[src/rtl/rr_arb_mux.sv]
// N:1 arbitrated mux (round-robin or fixed priority) into one registered valid/ready output stage.
// Latency 1 cycle; a held word that is not accepted blocks every grant until out_ready rises.
module rr_arb_mux #(
  parameter int NUM_CH  = 4,
  parameter int DATA_W  = 8,
  parameter int RR_MODE = 1,
  parameter int SEL_W   = (NUM_CH > 1) ? $clog2(NUM_CH) : 1
) (
  input  logic                     clk,
  input  logic                     rst_n,
  input  logic [NUM_CH-1:0]        ch_en,
  input  logic [NUM_CH-1:0]        in_valid,
  input  logic [NUM_CH*DATA_W-1:0] in_data,
  output logic [NUM_CH-1:0]        in_ready,
  output logic                     out_valid,
  output logic [DATA_W-1:0]        out_data,
  output logic [SEL_W-1:0]         out_sel,
  input  logic                     out_ready
);

  logic [NUM_CH-1:0] req;
  logic              load_ok;
  logic              gnt_vld;
  logic [SEL_W-1:0]  gnt_idx;
  logic [SEL_W-1:0]  ptr;
  logic [SEL_W-1:0]  nxt_ptr;
  logic [DATA_W-1:0] ch_dat [NUM_CH];
  int                idx;

  for (genvar k = 0; k < NUM_CH; k++) begin : g_unpack
    assign ch_dat[k] = in_data[k*DATA_W +: DATA_W];
  end

  assign req     = in_valid & ch_en;
  assign load_ok = !out_valid || out_ready;

  // Scan channels starting at the pointer (RR) or at 0 (fixed), wrapping at NUM_CH.
  always_comb begin
    gnt_vld = 1'b0;
    gnt_idx = '0;
    idx     = 0;
    for (int i = 0; i < NUM_CH; i++) begin
      idx = (RR_MODE != 0) ? int'(ptr) + i : i;
      if (idx >= NUM_CH) idx = idx - NUM_CH;
      if (load_ok && !gnt_vld && req[SEL_W'(idx)]) begin
        gnt_vld = 1'b1;
        gnt_idx = SEL_W'(idx);
      end
    end
  end

  assign nxt_ptr  = (int'(gnt_idx) + 1 >= NUM_CH) ? '0 : gnt_idx + 1'b1;
  assign in_ready = (rst_n && gnt_vld) ? (NUM_CH'(1) << gnt_idx) : '0;

  always_ff @(posedge clk or negedge rst_n) begin
    if (!rst_n) begin
      out_valid <= 1'b0;
      out_data  <= '0;
      out_sel   <= '0;
      ptr       <= '0;
    end else if (gnt_vld) begin
      out_valid <= 1'b1;
      out_data  <= ch_dat[gnt_idx];
      out_sel   <= gnt_idx;
      if (RR_MODE != 0) ptr <= nxt_ptr;
    end else if (out_valid && out_ready) begin
      out_valid <= 1'b0;
    end
  end

endmodule

[config.mk]
export PLATFORM = sky130hd
export DESIGN_NAME = rr_arb_mux
export DESIGN_NICKNAME = d
export VERILOG_FILES = /design/src/rtl/rr_arb_mux.sv
export SDC_FILE = /design/constraint.sdc
export NUM_CORES = 1
export LEC_CHECK = 0
export CAP_MARGIN = 20
export CORE_MARGIN = 8
export CORE_UTILIZATION = 30
export CTS_BUF_LIST = sky130_fd_sc_hd__clkbuf_4
export DETAILED_ROUTE_END_ITERATION = 10
export PLACE_DENSITY = 0.72
export SETUP_SLACK_MARGIN = 0.15
export SLEW_MARGIN = 10
export SYNTH_ARGS = -nofsm -noshare
export SYNTH_HDL_FRONTEND = slang
export SYNTH_SLANG_ARGS = --single-unit
[constraint.sdc]
create_clock -name clk -period 9.37 [get_ports clk]
set_input_delay 2.811 -clock clk [delete_from_list [all_inputs] [get_ports clk]]
set_output_delay 2.811 -clock clk [all_outputs]
set_load 0.01 [all_outputs]
-- Word level (Yosys, flattened, before mapping)
Cells that the tools add are included.
- register bits after elaboration: 13
- logic and storage cells: 72
- output and inout bits: 15
- bits of input ports: 43
- bitwise logic cells: 2
- shift operators: 1
- reduce and logical (&&, ||, !) cells: 15
- $add $sub $neg: 9
- order comparisons: 10
- multiplexer cells: 31
- operators with widths (operator ; number):
    $mux 2 ; 9
    $bmux 8 s2 ; 1
    $lt 2x4->1 const B ; 4
    $mux 8 ; 2
    $ge 3x3->1 const B ; 5
    $mux 1 ; 14
    $logic_and 1x1->1 ; 9
    $bmux 1 s2 ; 4
    $sub 2x1->2 const B ; 4
    $add 2x1->3 const B ; 2
    $add 2x2->3 const B ; 2
    $and 4x4->4 ; 1
    $logic_not 1->1 ; 4
    $mux 4 ; 1
    $shl 1x2->4 const A ; 1
    $ge 2x3->1 const B ; 1
    $not 2->3 ; 1
    $add 2x1->2 const B ; 1
    $reduce_bool 2->1 ; 1
    $logic_or 1x1->1 ; 1

-- Logic depth before layout (Yosys ltp)
- word-level depth: 23
- mapped depth: 9
- mapped depth without buffers: 7

-- Worst setup path after synthesis
No wires, ideal clock.
- kind: input to output
- from: in in_valid[0]
- to: out in_ready[3]
- data required time: 6.559 ns
- path slack: 2.245 ns
- stages on the path: 9
- data arrival time: 4.314 ns
- buffers on the path: 2
- cell sequence: and2_1 a21oi_1 o311ai_2 and2_4 buf_6 buf_8 inv_2 ha_1 and3_1
- word-level cells in the longest chain between the ends: 20
- elaborated cells between the ends (all ways): 34
- classes of those cells: shift: 1; mux: 21; bitwise: 1; reduce/logical: 11
- ends and longest elaborated chain (element ; line ; text):
    from (decl) ; 12 ; input logic [NUM_CH-1:0] in_valid,
    $and 4x4->4 (*) ; 34 ; assign req = in_valid & ch_en;
    $bmux 1 s2 ; 45 ; if (load_ok && !gnt_vld && req[SEL_W'(idx)]) begin
    $mux 1 (not written as such) (2 in a row) ; 45 ;
    $logic_and 1x1->1 ; 45 ;
    $mux 1 ; 45 ;
    $logic_not 1->1 ; 45 ;
    $logic_and 1x1->1 (2 in a row) ; 45 ;
    $mux 1 ; 45 ;
    $logic_not 1->1 ; 45 ;
    $logic_and 1x1->1 (2 in a row) ; 45 ;
    $mux 1 ; 45 ;
    $logic_not 1->1 ; 45 ;
    $logic_and 1x1->1 (2 in a row) ; 45 ;
    $mux 2 / $mux 1 (equally long branches) ; 45 ;
    $shl 1x2->4 / $logic_and 1x1->1 (equally long branches) ; 53 ; assign in_ready = (rst_n && gnt_vld) ? (NUM_CH'(1) << gnt_idx) : '0;
    $mux 4 (*) ; 53 ;
    to (decl) ; 14 ; output logic [NUM_CH-1:0] in_ready,
Mark *: on every way between the ends. The rest lies on a longest branch, timed or not. The select of a mux whose other input is x is not followed.

-- Worst setup path after layout
- from: in ch_en[0]
- to: out in_ready[3]
- word-level cells in the longest chain between the ends: 20
- elaborated cells between the ends (all ways): 34
- classes of those cells: shift: 1; mux: 21; bitwise: 1; reduce/logical: 11
- ends and longest elaborated chain (element ; line ; text):
    from (decl) ; 11 ; input logic [NUM_CH-1:0] ch_en,
    $and 4x4->4 (*) ; 34 ;
    $bmux 1 s2 ; 45 ;
    $mux 1 (not written as such) (2 in a row) ; 45 ;
    $logic_and 1x1->1 ; 45 ;
    $mux 1 ; 45 ;
    $logic_not 1->1 ; 45 ;
    $logic_and 1x1->1 (2 in a row) ; 45 ;
    $mux 1 ; 45 ;
    $logic_not 1->1 ; 45 ;
    $logic_and 1x1->1 (2 in a row) ; 45 ;
    $mux 1 ; 45 ;
    $logic_not 1->1 ; 45 ;
    $logic_and 1x1->1 (2 in a row) ; 45 ;
    $mux 2 / $mux 1 (equally long branches) ; 45 ;
    $shl 1x2->4 / $logic_and 1x1->1 (equally long branches) ; 53 ;
    $mux 4 (*) ; 53 ;
Marked as above.

==> impl_metrics.xml <==
<?xml version="1.0" encoding="UTF-8"?>
<metrics>
  <group name="logic_synthesis">
    <metric name="yosys_most_used_dff" unit="">dfrtp_1</metric>
    <metric name="synth_nets" unit="">155</metric>
    <metric name="yosys.area.top_type" unit="">dfrtp_1</metric>
    <metric name="synth_area" unit="mm²">0.001038</metric>
    <metric name="ys_seq_area_frac" unit="">0.3133</metric>
    <metric name="ys_async_sr_fraction" unit="">1.000</metric>
    <metric name="synth_top_cells_by_area" unit="">dfrtp_1 31%, mux2_2 8.7%, o211a_1 7.7%</metric>
    <metric name="netlist-cell-type-count" unit="">38</metric>
    <metric name="yosysMostFrequentCell" unit="">dfrtp_1</metric>
    <metric name="syn-instance-count" unit="">111</metric>
    <metric name="post_synth.cell_area_avg" unit="µm²">9.356</metric>
    <metric name="edff_count_synth" unit="">0</metric>
    <metric name="synthDominantCellAreaShare" unit="">0.3133</metric>
    <metric name="ys.warnings.count" unit="">0</metric>
    <metric name="synthesized_flop_and_latch_total" unit="">13</metric>
  </group>
  <group name="floorplanning">
    <metric name="core_area" unit="mm²">0.003337</metric>
    <metric name="chip_width" unit="µm">74.84</metric>
    <metric name="die_h" unit="µm">74.84</metric>
    <metric name="design.die.area" unit="mm²">0.005600</metric>
    <metric name="initial_utilization" unit="">0.3112</metric>
    <metric name="placementRows" unit="">21</metric>
    <metric name="io-pin-count" unit="">58</metric>
  </group>
  <group name="global_routing">
    <metric name="number_of_global_route_vias_before_repair" unit="">1129</metric>
    <metric name="grt-ovfl-total" unit="">0</metric>
    <metric name="antenna_found_initial" unit="">0</metric>
    <metric name="largest_net_degree_at_the_start_of_global_routing" unit="">20</metric>
    <metric name="grtUsageTotal" unit="">0.1256</metric>
    <metric name="grt_first_pass_wirelength" unit="µm">5306</metric>
  </group>
  <group name="route">
    <metric name="detail_route.wl_per_cell" unit="µm">15.81</metric>
    <metric name="drt-vias-per-instance" unit="">4.977</metric>
    <metric name="routed_wirelength" unit="µm">3415</metric>
    <metric name="drt-pass1-iter-count" unit="">5</metric>
    <metric name="drtAntennaViolNets" unit="">0</metric>
    <metric name="vias" unit="">1075</metric>
    <metric name="iteration_0_drc_count_of_the_detailed_router" unit="">34</metric>
    <metric name="remaining_drc_errors" unit="">0</metric>
  </group>
  <group name="sta">
    <metric name="final_slew_viol_count" unit="">0</metric>
    <metric name="layout_min_cycle_time" unit="ns">8.169</metric>
    <metric name="postLayoutSetupSlackWorst" unit="ns">1.201</metric>
    <metric name="max_slew_margin" unit="">0.5050</metric>
    <metric name="hold_viol_final" unit="">0</metric>
    <metric name="final.setup.tns" unit="ns">0</metric>
    <metric name="timing.final.crit_share" unit="">0.8718</metric>
    <metric name="maxClockFrequency" unit="GHz">0.1224</metric>
    <metric name="setup_viol_count_final" unit="">0</metric>
    <metric name="clock_skew" unit="ns">0.002474</metric>
    <metric name="setup_repair_after_global_routing_missed_its_margin" unit="">no</metric>
    <metric name="worst_slew_pin_slew" unit="ns">0.7401</metric>
  </group>
  <group name="power">
    <metric name="irDropWorstVdd" unit="µV">119.9</metric>
    <metric name="p_per_area" unit="mW/mm²">190.0</metric>
    <metric name="total_power" unit="µW">318.0</metric>
    <metric name="total_leakage_power" unit="nW">0.6990</metric>
  </group>
  <group name="job">
    <metric name="max_cap_viol_count" unit="">0</metric>
  </group>
  <group name="cts">
    <metric name="cts-htree-levels" unit="">1</metric>
    <metric name="clock-sinks" unit="">13</metric>
    <metric name="clock_path_buffers" unit="">2</metric>
    <metric name="cts.reportedPaths.clkPinSlew" unit="ns">0.09</metric>
    <metric name="cts_resized" unit="">0</metric>
    <metric name="post_cts_hold_buffer_count" unit="">0</metric>
    <metric name="tritoncts" unit="">done</metric>
    <metric name="root_buffer_cell" unit="">clkbuf_4</metric>
    <metric name="post_cts.repair.setup_buffers" unit="">0</metric>
    <metric name="clk_latency" unit="ns">0.29</metric>
    <metric name="cts_inserted_buffers" unit="">3</metric>
  </group>
  <group name="finish">
    <metric name="finalCoreUtilization" unit="">0.5017</metric>
    <metric name="area_growth" unit="%">61.21</metric>
    <metric name="design.final.nets" unit="">215</metric>
    <metric name="post_route_cells_drive_above_1_share" unit="">0.1882</metric>
    <metric name="diodes" unit="">0</metric>
  </group>
  <group name="setup_path">
    <metric name="startpoint_type" unit="">input pin</metric>
    <metric name="worst-setup-path-type" unit="">input pin to output port</metric>
    <metric name="required" unit="ns">6.56</metric>
    <metric name="worstPathMaxFanout" unit="">19</metric>
    <metric name="cp.arrival" unit="ns">5.36</metric>
    <metric name="end_kind" unit="">output port</metric>
    <metric name="depth_of_the_most_critical_reg_to_reg_path" unit="">7</metric>
  </group>
  <group name="place">
    <metric name="placement.setup.worst_slack" unit="ns">1.183</metric>
    <metric name="detailedPlacementHpwl" unit="µm">2713</metric>
    <metric name="io_buffer_count" unit="">57</metric>
    <metric name="globalplace.congestion" unit="">0.9334</metric>
  </group>
  <group name="run_status">
    <metric name="run_status" unit="">finished clean</metric>
  </group>
  <group name="min_path">
    <metric name="worstHoldPathType" unit="">flip-flop to flip-flop</metric>
    <metric name="timing.hold.worst_path_depth" unit="">2</metric>
  </group>
</metrics>
per-layer routing:
| metal | global-route usage | vias up | share of wire |
|---|---|---|---|
| met5 | 0 | - | 0 |
| met4 | 0.05435 | 0 | 0.023 |
| met3 | 0.04394 | 6 | 0.061 |
| met2 | 0.2140 | 37 | 0.52 |
| met1 | 0.1369 | 504 | 0.40 |
| li1 | - | 528 | - |
power by group:
part	internal (mW)	total, mW	switching, mW
Clock	0.0159	0.0381	0.0222
Sequential	0.0812	0.0987	0.0175
Combinational	0.106	0.181	0.0755
layout make-up:
cell class	instances	area, µm²
fillers	341	1663
multi-input cells	89	659.4
repair buffers	59	585.6
flip-flops and latches	13	325.3
well taps	46	57.56
clock buffers	3	22.52
inverters	5	18.77
clock inverters	1	5.005
metrics by stage:
step / hold slack [ns] / std cells / area [µm²]
after floorplan: 0.5642 / 111 / 1039
after detailed placement: 0.5428 / 212 / 1647
after global routing: 0.6045 / 216 / 1674
after global placement: 0.5345 / 212 / 1647
final: 0.5536 / 216 / 1674
after CTS: 0.5619 / 216 / 1674
cell usage in the layout, fill, tap and decap left out:
cell type        netlist  final
nor2_1                 7      7
nor2b_1                2      2
nand3_2                1      1
o31ai_1                1      1
nor3_1                 2      2
inv_2                  1      1
o21ai_2                1      1
inv_1                  4      4
ha_1                   1      1
dfrtp_1               13     13
o311ai_2               1      1
and2_1                 2      2
o21ai_0                3      3
o21ai_1                3      3
and3_1                 2      2
mux2_2                 8      8
clkbuf_4               0      3
clkdlybuf4s50_1        0     57
nor4_1                 1      1
a21oi_1                1      1
o211ai_2               1      1
mux2_4                 1      1
or2_1                  1      1
a211o_1                8      8
and2_4                 2      2
clkinv_2               0      1
a222oi_1               1      1
and3_2                 1      1
nand4_1                1      1
and2b_1                1      1
nand2_1                7      7
nor2_2                 1      1
a41oi_1                1      1
or2_2                  8      8
buf_4                  0      2
a21boi_0               8      8
nand3_1                3      3
o211a_1                8      8
cells by family (layout without fill, tap and decap cells):
| kind of cell | count (synthesis) | count (layout) | share of synthesized area |
|---|---|---|---|
| and+or+nand+nor | 42 | 42 | 0.2241 |
| AOI/OAI and AO/OA | 37 | 37 | 0.2976 |
| DFF | 13 | 13 | 0.3133 |
| muxes | 9 | 9 | 0.1012 |
| buffers and inverters | 9 | 68 | 0.05179 |
| adders and majority gates | 1 | 1 | 0.01205 |
worst paths after layout:
path                            start          end  slack, ns
min                        out_sel[1]   out_sel[1]       0.55
max in group asynchronous       rst_n       ptr[0]       5.96
max reg2reg                    ptr[1]       ptr[1]       6.99
max                          ch_en[0]  in_ready[3]       1.20
min in group asynchronous       rst_n  out_data[7]       2.95
min reg2reg                out_sel[1]   out_sel[1]       0.55
flip-flops by register name (all words and copies together), names as in the netlist:
name	count
out_valid	1
out_sel	2
ptr	2
out_data	8
worst max-delay path: stages:
cell and delay, ns:
clkdlybuf4s50_1 0.47, and2_1 0.17, a21oi_1 0.09, o311ai_2 0.51, and2_4 0.39, inv_2 0.09, ha_1 0.19, and3_1 0.15
clkdlybuf4s50_1 0.48
Power figures use the tool's default switching activity.
